===== config.mk =====
export PLATFORM = sky130hd
export DESIGN_NAME = fp_int_wb_queue
export DESIGN_NICKNAME = d
export VERILOG_FILES = /design/src/rtl/fp_int_wb_queue.sv
export SDC_FILE = /design/constraint.sdc
export NUM_CORES = 1
export LEC_CHECK = 0
export CAP_MARGIN = 20
export CORE_MARGIN = 5
export CORE_UTILIZATION = 58
export CTS_CLUSTER_SIZE = 28
export DETAILED_ROUTE_END_ITERATION = 10
export PLACE_DENSITY = 0.89
export SLEW_MARGIN = 20
export SYNTH_ARGS = -nofsm -noshare
export SYNTH_HDL_FRONTEND = slang
export SYNTH_SLANG_ARGS = --single-unit

===== constraint.sdc =====
create_clock -name clk -period 12.9 [get_ports clk]
set_clock_uncertainty 0.15 [all_clocks]
set_input_delay 3.87 -clock clk [delete_from_list [all_inputs] [get_ports clk]]
set_output_delay 3.87 -clock clk [all_outputs]
set_load 0.005 [all_outputs]

===== src/rtl/fp_int_wb_queue.sv =====
`default_nettype none
//============================================================================
// Module   : fp_int_wb_queue
// Purpose  : In-order FIFO between the FPU integer-result producers
//            (FCLASS, FEQ/FLT/FLE, FCVT.W[U], FMV.X.W) and the integer
//            register file writeback port. It decouples the single-cycle
//            producers from writeback arbitration stalls.
// Ports    : clk, reset_n (sync, active-low), flush (sync discard)
//            in_valid/in_ready/in_data/in_rd/in_fflags  - producer side
//            out_valid/out_ready/out_data/out_rd/out_fflags - writeback side
//            count - number of stored entries
// Revision : 1.0 - initial release
//============================================================================
module fp_int_wb_queue #(
    parameter int DEPTH = 4,
    parameter int XLEN  = 32
) (
    input  logic                       clk,
    input  logic                       reset_n,
    input  logic                       flush,
    input  logic                       in_valid,
    output logic                       in_ready,
    input  logic [XLEN-1:0]            in_data,
    input  logic [4:0]                 in_rd,
    input  logic [4:0]                 in_fflags,
    output logic                       out_valid,
    input  logic                       out_ready,
    output logic [XLEN-1:0]            out_data,
    output logic [4:0]                 out_rd,
    output logic [4:0]                 out_fflags,
    output logic [$clog2(DEPTH):0]     count
);

    localparam int c_PTR_W = $clog2(DEPTH);
    localparam int c_CNT_W = c_PTR_W + 1;
    localparam logic [c_PTR_W-1:0] c_PTR_ONE  = c_PTR_W'(1);
    localparam logic [c_CNT_W-1:0] c_CNT_ONE  = c_CNT_W'(1);
    localparam logic [c_CNT_W-1:0] c_FULL_CNT = c_CNT_W'(DEPTH);

    logic [XLEN-1:0]    r_data_mem  [DEPTH];
    logic [4:0]         r_rd_mem    [DEPTH];
    logic [4:0]         r_flags_mem [DEPTH];
    logic [c_PTR_W-1:0] r_wr_ptr;
    logic [c_PTR_W-1:0] r_rd_ptr;
    logic [c_CNT_W-1:0] r_count;

    logic w_full;
    logic w_empty;
    logic w_push;
    logic w_store;
    logic w_pop;
    logic w_clear;

    assign w_full  = (r_count == c_FULL_CNT);
    assign w_empty = (r_count == '0);

    // Readiness depends on stored state only; a pop in the same cycle does
    // not free a slot for a push into a full queue.
    assign in_ready  = !w_full;
    assign out_valid = !w_empty;

    assign w_clear = !reset_n || flush;
    assign w_push  = in_valid && in_ready;
    // A write to x0 with no flags has no architectural effect, so the
    // handshake completes but nothing is stored.
    assign w_store = w_push && !((in_rd == 5'd0) && (in_fflags == 5'd0));
    assign w_pop   = out_valid && out_ready;

    // Head fields are gated so an empty queue presents all-zero outputs
    // regardless of stale storage.
    assign out_data   = w_empty ? '0   : r_data_mem[r_rd_ptr];
    assign out_rd     = w_empty ? 5'd0 : r_rd_mem[r_rd_ptr];
    assign out_fflags = w_empty ? 5'd0 : r_flags_mem[r_rd_ptr];
    assign count      = r_count;

    // Storage needs no reset; visibility is controlled by r_count.
    always_ff @(posedge clk) begin
        if (!w_clear && w_store) begin
            r_data_mem[r_wr_ptr]  <= in_data;
            r_rd_mem[r_wr_ptr]    <= in_rd;
            r_flags_mem[r_wr_ptr] <= in_fflags;
        end
    end

    always_ff @(posedge clk) begin
        if (w_clear) begin
            r_wr_ptr <= '0;
            r_rd_ptr <= '0;
            r_count  <= '0;
        end else begin
            // DEPTH is a power of two, so natural overflow wraps the pointers.
            if (w_store) begin
                r_wr_ptr <= r_wr_ptr + c_PTR_ONE;
            end
            if (w_pop) begin
                r_rd_ptr <= r_rd_ptr + c_PTR_ONE;
            end
            case ({w_store, w_pop})
                2'b10:   r_count <= r_count + c_CNT_ONE;
                2'b01:   r_count <= r_count - c_CNT_ONE;
                default: r_count <= r_count;
            endcase
        end
    end

endmodule
`default_nettype wire


# Word level (Yosys, flattened, before mapping)
# Memories as Yosys holds them, arrays and structs flattened. A register that Yosys moved wholly into a read port is not among the register bits.
# Cells that the tools add are included.
# word_totals
regBits,7
ramBits,168
in_bits,47
out_inout_bits,47
mem_count,3
# op_classes
addsub,4
eq_ne,3
muxes,12
reduce_logical,15
# mem_list
name,depth,width,rd,rd_clocked_by_memory_dff,wr,line_no,text
r_data_mem,4,32,1,1,1,40,logic [XLEN-1:0] r_data_mem [DEPTH];
r_flags_mem,4,5,1,1,1,42,logic [4:0] r_flags_mem [DEPTH];
r_rd_mem,4,5,1,1,1,41,logic [4:0] r_rd_mem [DEPTH];
# ops
cell,n
$mux W32,1
$mux W2,6
$logic_not A5 Y1,2
$mux W5,2
$pmux W3 S2,1
$logic_and A1 B1 Y1,5
$logic_not A1 Y1,5
$add A2 B1 Y2 const B,2
$add A3 B1 Y3 const B,1
$eq A3 B3 Y1 const B,1
$logic_not A3 Y1,1
$sub A3 B1 Y3 const B,1
$eq A2 B1 Y1 const B,1
$eq A2 B2 Y1 const B,1
$mux W1,2
$reduce_bool A2 Y1,1
$logic_or A1 B1 Y1,1

# Longest topological paths before layout
# Gate-level depths: netlist of run 1.
# logic_depth
word_depth,7
depth_mapped,8
mapped_depth_nobuf,8

# Least setup slack after synthesis of run 1
# Ideal clock, no wire load.
# synth_timing
path_kind,input to register
from,input in_rd[0]
to,memory r_data_mem[0][0] (enable)
setup_time_ns,0.493
arrival_ns,7.097
required_time_ns,12.257
path_slack_ns,5.160
cell_stages,3
cell_sequence,or4_1 o311ai_4 nor3_1
# synth_via
elab_chain_cells,7
# synth_rtl
element,line_no,text
from (decl),24,"input logic [4:0] in_rd,"
$logic_not A5 Y1,66,assign w_store = w_push && !((in_rd == 5'd0) && (in_fflags == 5'd0));
$logic_and A1 B1 Y1,66,
$logic_not A1 Y1,66,
$logic_and A1 B1 Y1,66,
$logic_and A1 B1 Y1,78,if (!w_clear && w_store) begin
$mux W1,78,
$mux W1 (not written as such),79,r_data_mem[r_wr_ptr] <= in_data;
to (decl),40,
# Every way passes these cells.

# Worst setup path in the final report of run 1
# layout_timing
from,input in_fflags[3]
to,"register r_count[2], in the netlist count[2]"
# layout_via
elab_chain_cells,6
elab_cells_between_ends,8
classes_between,2 x eq/ne; 1 x mux; 5 x reduce/logical
# layout_rtl
element,line_no,text
from (decl),25,"input logic [4:0] in_fflags,"
$logic_not A5 Y1 *,66,
$logic_and A1 B1 Y1 *,66,
$logic_not A1 Y1 *,66,
$logic_and A1 B1 Y1 *,66,
$eq A2 B1 Y1 or $eq A2 B2 Y1 (tied branches),98,"case ({w_store, w_pop})"
$pmux W3 S2 or $reduce_bool A2 Y1 (tied branches),--,
to (signal assigned),99,2'b10: r_count <= r_count + c_CNT_ONE;
to (signal assigned),100,2'b01: r_count <= r_count - c_CNT_ONE;
to (signal assigned),101,default: r_count <= r_count;
to (decl),45,logic [c_CNT_W-1:0] r_count;
# Mark *: on every way between the ends. The rest lies on a longest branch, timed or not.
# A chain may end at the register's enable or synchronous reset.

==> results.py, run 1 <==
metrics = {
    "layout": {
        "nNetsFinal": 483,
        "final_core_util_pct": 74.1,
        "final_cells": 585,
        "seq_area_mm2": 0.00523,
        "post_route_cells_drive_above_1_share_pct": 20.1,
        "final_cell_mix": "edfxtp_1, clkdlybuf4s50_1, nor2b_1",
        "fill_cells": 660,
        "area_growth_pct": 24.7,
        "n_antenna_cell": 0,
        "multi_input_area_mm2": 0.00154,
        "layout_commonest_cell": "edfxtp_1",
    },
    "synthesis": {
        "synth_top_family_by_area": "multiplexers",
        "yosys.area_share.xor_xnor_pct": 0.512,
        "synthMuxAreaShare_pct": 14.1,
        "async_reset_ff_share_pct": 0,
        "synth-simple-area-share_pct": 5.52,
        "yosys.area_share.adder_pct": 1.21,
        "synth_top_area_share_pct": 73.7,
        "syn_avg_cell_area_um2": 20.9,
        "synth_cells": 327,
        "synth_seq_area_share_pct": 76.3,
        "synth_fp_nets": 380,
        "synth_seq_cells": 177,
        "synth_edf_count": 168,
        "synth_cell_types": 25,
        "yosys_warnings": 0,
        "syn_area_mm2": 0.00685,
        "synthFlopType": "edfxtp_1",
        "synth_top_cell_by_area": "edfxtp_1",
        "synth-compound-area-share_pct": 0.840,
        "synth_area_leaders": "edfxtp_1, mux4_2, nor2b_1",
    },
    "power_and_ir_drop": {
        "power_density_mw_per_mm2": 140,
        "max-vdd-ir-drop_mv": 0.100,
        "p_int_uw": 958,
        "power.share.clock_pct": 40.8,
        "share_seq_of_total_power_pct": 53.4,
        "switchingPower_uw": 239,
        "switching_share_pct": 20.0,
        "combPwrFrac_pct": 5.8,
        "p_leak_uw": 0.00268,
    },
    "sta": {
        "setup_violations": 0,
        "whs_ns": 0.391,
        "tns_ns": 0,
        "rsz0062_at_grt": "false",
        "fin_crit_sh_pct": 52.0,
        "report.final.slew_viol_count": 0,
        "max_slew_margin_pct": 27.7,
        "hold_violations": 0,
        "post-route-min-period_ns": 6.70,
        "worst_pin_slew_ns": 1.09,
        "max_freq_mhz": 149,
    },
    "setup_path": {
        "r2r_slack_ns": 10.05,
        "critPathLaunchType": "input port",
        "critPathKind": "in2reg",
        "timing.rr.end": "count[2]",
        "worstReg2RegStart": "count[2]",
        "reg2reg_depth": 8,
        "cp.arrival_ns": 6.89,
        "end_kind": "flip-flop",
        "crit_path_max_fanout": 7,
        "critPathRequiredTime_ns": 13.09,
        "startpoint": "in_fflags[3]",
    },
    "clock_network": {
        "cts.htree.levels": 4,
        "cts_buffers": 17,
        "cts_tree": "built",
        "cts_sinks": 177,
        "cts_hold_buffers": 0,
        "clockBufferDepth": 2,
        "cts_setup_buffers": 0,
        "cts_resized": 0,
        "worstSkewPairLatency_ns": 0.42,
        "cts_root_buf": "clkbuf_16",
        "cts.clk_slew.worst_paths_ns": 0.06,
    },
    "routing": {
        "vias": 3352,
        "viasPerCell": 5.73,
        "wire_per_inst_um": 22.3,
        "totalWireLength_um": 13000,
        "drt_first_pass_iters": 4,
        "drc": 0,
        "drt_first_iter_violations": 188,
        "ant_nets": 0,
    },
    "job": {
        "maxCapViolCount": 0,
    },
    "floorplan": {
        "dieArea_mm2": 0.0141,
        "core_area_mm2": 0.0115,
        "io_pins": 94,
        "std_cell_rows": 39,
        "fp.dieW_um": 119,
        "die_h_um": 119,
        "start_util_pct": 59.5,
    },
    "global_routing": {
        "antenna_found_initial": 0,
        "grt_max_degree": 44,
        "grt_pass1_vias": 3692,
        "grt-ovfl-total": 0,
        "grt_pass1_wl_um": 20500,
        "track_usage_pct": 19.5,
    },
    "placed_design": {
        "port-buffer-count": 93,
        "dp.cells": 554,
        "gp_congestion": 0.727,
        "dp_hpwl_um": 7740,
    },
    "worst_hold_path": {
        "worstHoldStart": "r_wr_ptr[1]",
        "holdPathEnd": "r_wr_ptr[1]",
        "holdPathStages": 2,
        "holdCritPathClass": "reg2reg",
    },
    "run_status": {
        "outcome": "finished clean",
    },
}
-- final cells by class --
cell class | count | share of cell area [%]
Clock buffer | 17 | 4.98
Clock inverter | 14 | 1.67
Inverter | 11 | 0.484
Multi-Input combinational cell | 124 | 18.1
Sequential cell | 177 | 61.3
Tap cell | 143 | 2.10
Timing Repair Buffer | 99 | 11.4
-- sequential cells by signal (all words and copies together) (netlist names), named ones only --
name / cells
r_rd_ptr: 2
r_data_mem: 128
r_flags_mem: 20
r_wr_ptr: 2
count: 3
r_rd_mem: 20
-- power groups by stage --
stage	Combinational [uW]	Sequential [uW]	Clock (uW)
3_3_place_gp	67.1	651	0
3_5_place_dp	69.0	652	0
6_report	69.1	640	488
2_1_floorplan	27.0	650	0
5_1_grt	74.3	640	523
4_1_cts	70.0	640	495
-- cells by family after synthesis --
family | count (synthesis)
flops | 177
simple gates | 64
mux | 44
buf+inv | 26
compound gates | 6
fa+ha+maj | 6
xor+xnor | 4
-- cells in the mapped netlist, types with 4 or more instances --
| cell | count |
|---|---|
| clkbuf_1 | 10 |
| buf_2 | 5 |
| xor2_1 | 4 |
| mux4_2 | 42 |
| inv_1 | 11 |
| ha_1 | 5 |
| edfxtp_1 | 168 |
| nand2_1 | 4 |
| nor2_1 | 6 |
| nor3_1 | 5 |
| dfxtp_1 | 9 |
| nor2b_1 | 43 |
-- metrics by stage --
step	total power (uW)	instance area, um^2	setup slack (ns)
finish	1200	8540	6.20
global route	1240	8540	6.09
CTS	1200	8540	6.18
detailed placement	721	7970	5.87
global placement	718	7970	5.97
floorplan	677	6850	5.16
-- how the worst max path moves through the flow --
stage,slack [ns],cells past startpoint,endpoint
5_1_grt,6.09,3,out_data[30]
2_1_floorplan,5.16,3,r_data_mem[0][0]
3_5_place_dp,5.87,9,count[2]
4_1_cts,6.18,3,out_data[30]
6_report,6.20,9,count[2]
3_3_place_gp,5.97,9,count[2]
-- layer usage --
layer | GRT usage [%] | part of all wire (%) | up-vias
met5 | 0 | 0 | -
met4 | 6.95 | 1.4 | 0
met3 | 4.97 | 4.8 | 18
met2 | 32.7 | 53 | 103
met1 | 25.1 | 41 | 1726
li1 | - | - | 1505
-- critical path, cell delays in order --
cell             delay (ns)
clkdlybuf4s50_1        0.50
or4_4                  0.56
o311ai_4               0.52
ha_1                   0.32
inv_1                  0.07
fa_1                   0.39
xor2_1                 0.17
or3_1                  0.31
a21oi_1                0.16
Power figures use the tool's default switching activity.
==> inputs of run 2 (changes only) <==
--- a/config.mk
+++ b/config.mk
@@ -7,10 +7,10 @@
 export LEC_CHECK = 0
 export CAP_MARGIN = 20
 export CORE_MARGIN = 5
-export CORE_UTILIZATION = 58
+export CORE_UTILIZATION = 54
 export CTS_CLUSTER_SIZE = 28
 export DETAILED_ROUTE_END_ITERATION = 10
-export PLACE_DENSITY = 0.89
+export PLACE_DENSITY = 0.84
 export SLEW_MARGIN = 20
 export SYNTH_ARGS = -nofsm -noshare
 export SYNTH_HDL_FRONTEND = slang
==> constraint.sdc (replaced) <==
create_clock -name clk -period 6.99 [get_ports clk]
set_clock_uncertainty 0.15 [all_clocks]
set_input_delay 2.097 -clock clk [delete_from_list [all_inputs] [get_ports clk]]
set_output_delay 2.097 -clock clk [all_outputs]
set_load 0.005 [all_outputs]
==> results.py, run 2 (synthesized netlist as in run 1, its figures left out) <==
metrics = {
    "routing": {
        "ant_nets": 0,
        "wire_per_inst_um": 19.7,
        "totalWireLength_um": 12200,
        "viasPerCell": 5.33,
        "drt_first_pass_iters": 4,
        "vias": 3291,
        "drt_first_iter_violations": 240,
        "drc": 0,
    },
    "power_and_ir_drop": {
        "power_density_mw_per_mm2": 249,
        "power.share.clock_pct": 38.7,
        "share_seq_of_total_power_pct": 55.5,
        "max-vdd-ir-drop_mv": 0.144,
        "combPwrFrac_pct": 5.9,
        "p_leak_uw": 0.00267,
        "p_int_uw": 1700,
        "switching_share_pct": 20.2,
        "switchingPower_uw": 429,
    },
    "setup_path": {
        "r2r_slack_ns": 4.23,
        "cp.arrival_ns": 5.05,
        "crit_path_max_fanout": 7,
        "worstReg2RegStart": "count[2]",
        "end_kind": "flip-flop",
        "reg2reg_depth": 8,
        "timing.rr.end": "count[2]",
        "critPathKind": "in2reg",
        "critPathLaunchType": "input port",
        "critPathRequiredTime_ns": 7.17,
    },
    "worst_hold_path": {
        "holdCritPathClass": "reg2reg",
        "holdPathStages": 2,
        "holdPathEnd": "r_wr_ptr[1]",
        "worstHoldStart": "r_wr_ptr[1]",
    },
    "layout": {
        "layout_commonest_cell": "edfxtp_1",
        "largest_reg_flops": 128,
        "n_antenna_cell": 0,
        "final_cell_mix": "edfxtp_1, clkdlybuf4s50_1, nor2b_1",
        "reg_top3": "r_data_mem (128), r_flags_mem (20), r_rd_mem (20)",
        "area_growth_pct": 24.9,
        "nNetsFinal": 486,
        "stdcell_area_mm2": 0.00855,
        "regMostFlops": "r_data_mem",
        "post_route_cells_drive_above_1_share_pct": 20.0,
        "final_cells": 618,
    },
    "sta": {
        "hold_violations": 0,
        "rsz0062_at_grt": "false",
        "tns_ns": 0,
        "max_freq_mhz": 205,
        "post-route-min-period_ns": 4.87,
        "setup_violations": 0,
        "worst_pin_slew_ns": 0.856,
        "max_slew_margin_pct": 42.9,
        "report.final.slew_viol_count": 0,
        "fin_crit_sh_pct": 69.6,
    },
    "clock_network": {
        "clockBufferDepth": 2,
        "cts_resized": 0,
        "cts.htree.levels": 4,
        "worstSkewPairLatency_ns": 0.41,
        "cts_root_buf": "clkbuf_16",
        "cts.clk_slew.worst_paths_ns": 0.06,
        "cts_buffers": 17,
        "cts_tree": "built",
        "cts_hold_buffers": 0,
        "cts_setup_buffers": 0,
        "cts_sinks": 177,
    },
    "floorplan": {
        "core_area_mm2": 0.0125,
        "dieArea_mm2": 0.0150,
        "fp.dieW_um": 123,
        "io_pins": 94,
        "start_util_pct": 54.7,
        "die_h_um": 123,
        "std_cell_rows": 41,
    },
    "placed_design": {
        "port-buffer-count": 93,
        "dpl_cell_area_mm2": 0.00803,
        "dp.cells": 586,
        "gp_congestion": 0.728,
        "dp_hpwl_um": 7120,
    },
    "global_routing": {
        "grt_pass1_vias": 3612,
        "antenna_found_initial": 0,
        "grt_max_degree": 44,
        "grt-ovfl-total": 0,
        "track_usage_pct": 17.1,
        "grt_pass1_wl_um": 18800,
    },
    "run_status": {
        "outcome": "finished clean",
    },
    "job": {
        "maxCapViolCount": 0,
    },
}
[run 2: how the worst max path moves through the flow]
stage / from / end / slack, ns / cells after the start
2_1_floorplan: in_rd[0] / r_data_mem[0][0] / 1.02 / 3
3_5_place_dp: in_fflags[0] / count[2] / 1.72 / 9
6_report: in_fflags[0] / count[2] / 2.12 / 9
4_1_cts: flip-flop / out_data[30] / 2.05 / 3
5_1_grt: flip-flop / out_data[10] / 1.93 / 3
3_3_place_gp: in_fflags[0] / count[2] / 1.83 / 9
[run 2: stage by stage]
| stage | util (%) | power, uW | setup slack (ns) | hold slack (ns) |
|---|---|---|---|---|
| global placement | 64.1 | 1330 | 1.83 | 0.337 |
| global route | 68.3 | 2200 | 1.93 | 0.405 |
| CTS | 68.3 | 2150 | 2.05 | 0.360 |
| finish | 68.3 | 2130 | 2.12 | 0.359 |
| floorplan | - | 1250 | 1.02 | 0.321 |
| detailed placement | 64.1 | 1330 | 1.72 | 0.352 |
[run 2: power groups by stage]
stage	Clock, uW	Sequential (uW)	Combinational (uW)
finish	822	1180	125
global route	889	1180	135
CTS	838	1180	128
detailed placement	0	1200	127
global placement	0	1200	123
floorplan	0	1200	49.7
[run 2: layer usage]
layer,part of all wire (%),vias up,wire length (um),track usage (%)
li1,-,1516,-,-
met1,42,1676,5140,22.3
met2,52,88,6320,28.4
met3,4.9,11,597,5.02
met4,0.89,0,108,4.83
met5,0,-,0,0
[run 2: worst max-delay path: stages]
cell             delay [ns]
clkdlybuf4s50_1        0.49
or4_4                  0.59
o311ai_4               0.52
ha_1                   0.28
inv_1                  0.06
fa_1                   0.37
xor2_1                 0.16
or3_1                  0.31
a21oi_1                0.16
[run 2: cell type report]
class | count | area [um^2]
timing repair buffer | 102 | 998
tap | 172 | 215
fill | 838 | 3960
multi-input combinational | 124 | 1540
inverter | 11 | 41.3
clock inverter | 13 | 88.8
sequential | 177 | 5230
clock buffer | 19 | 433
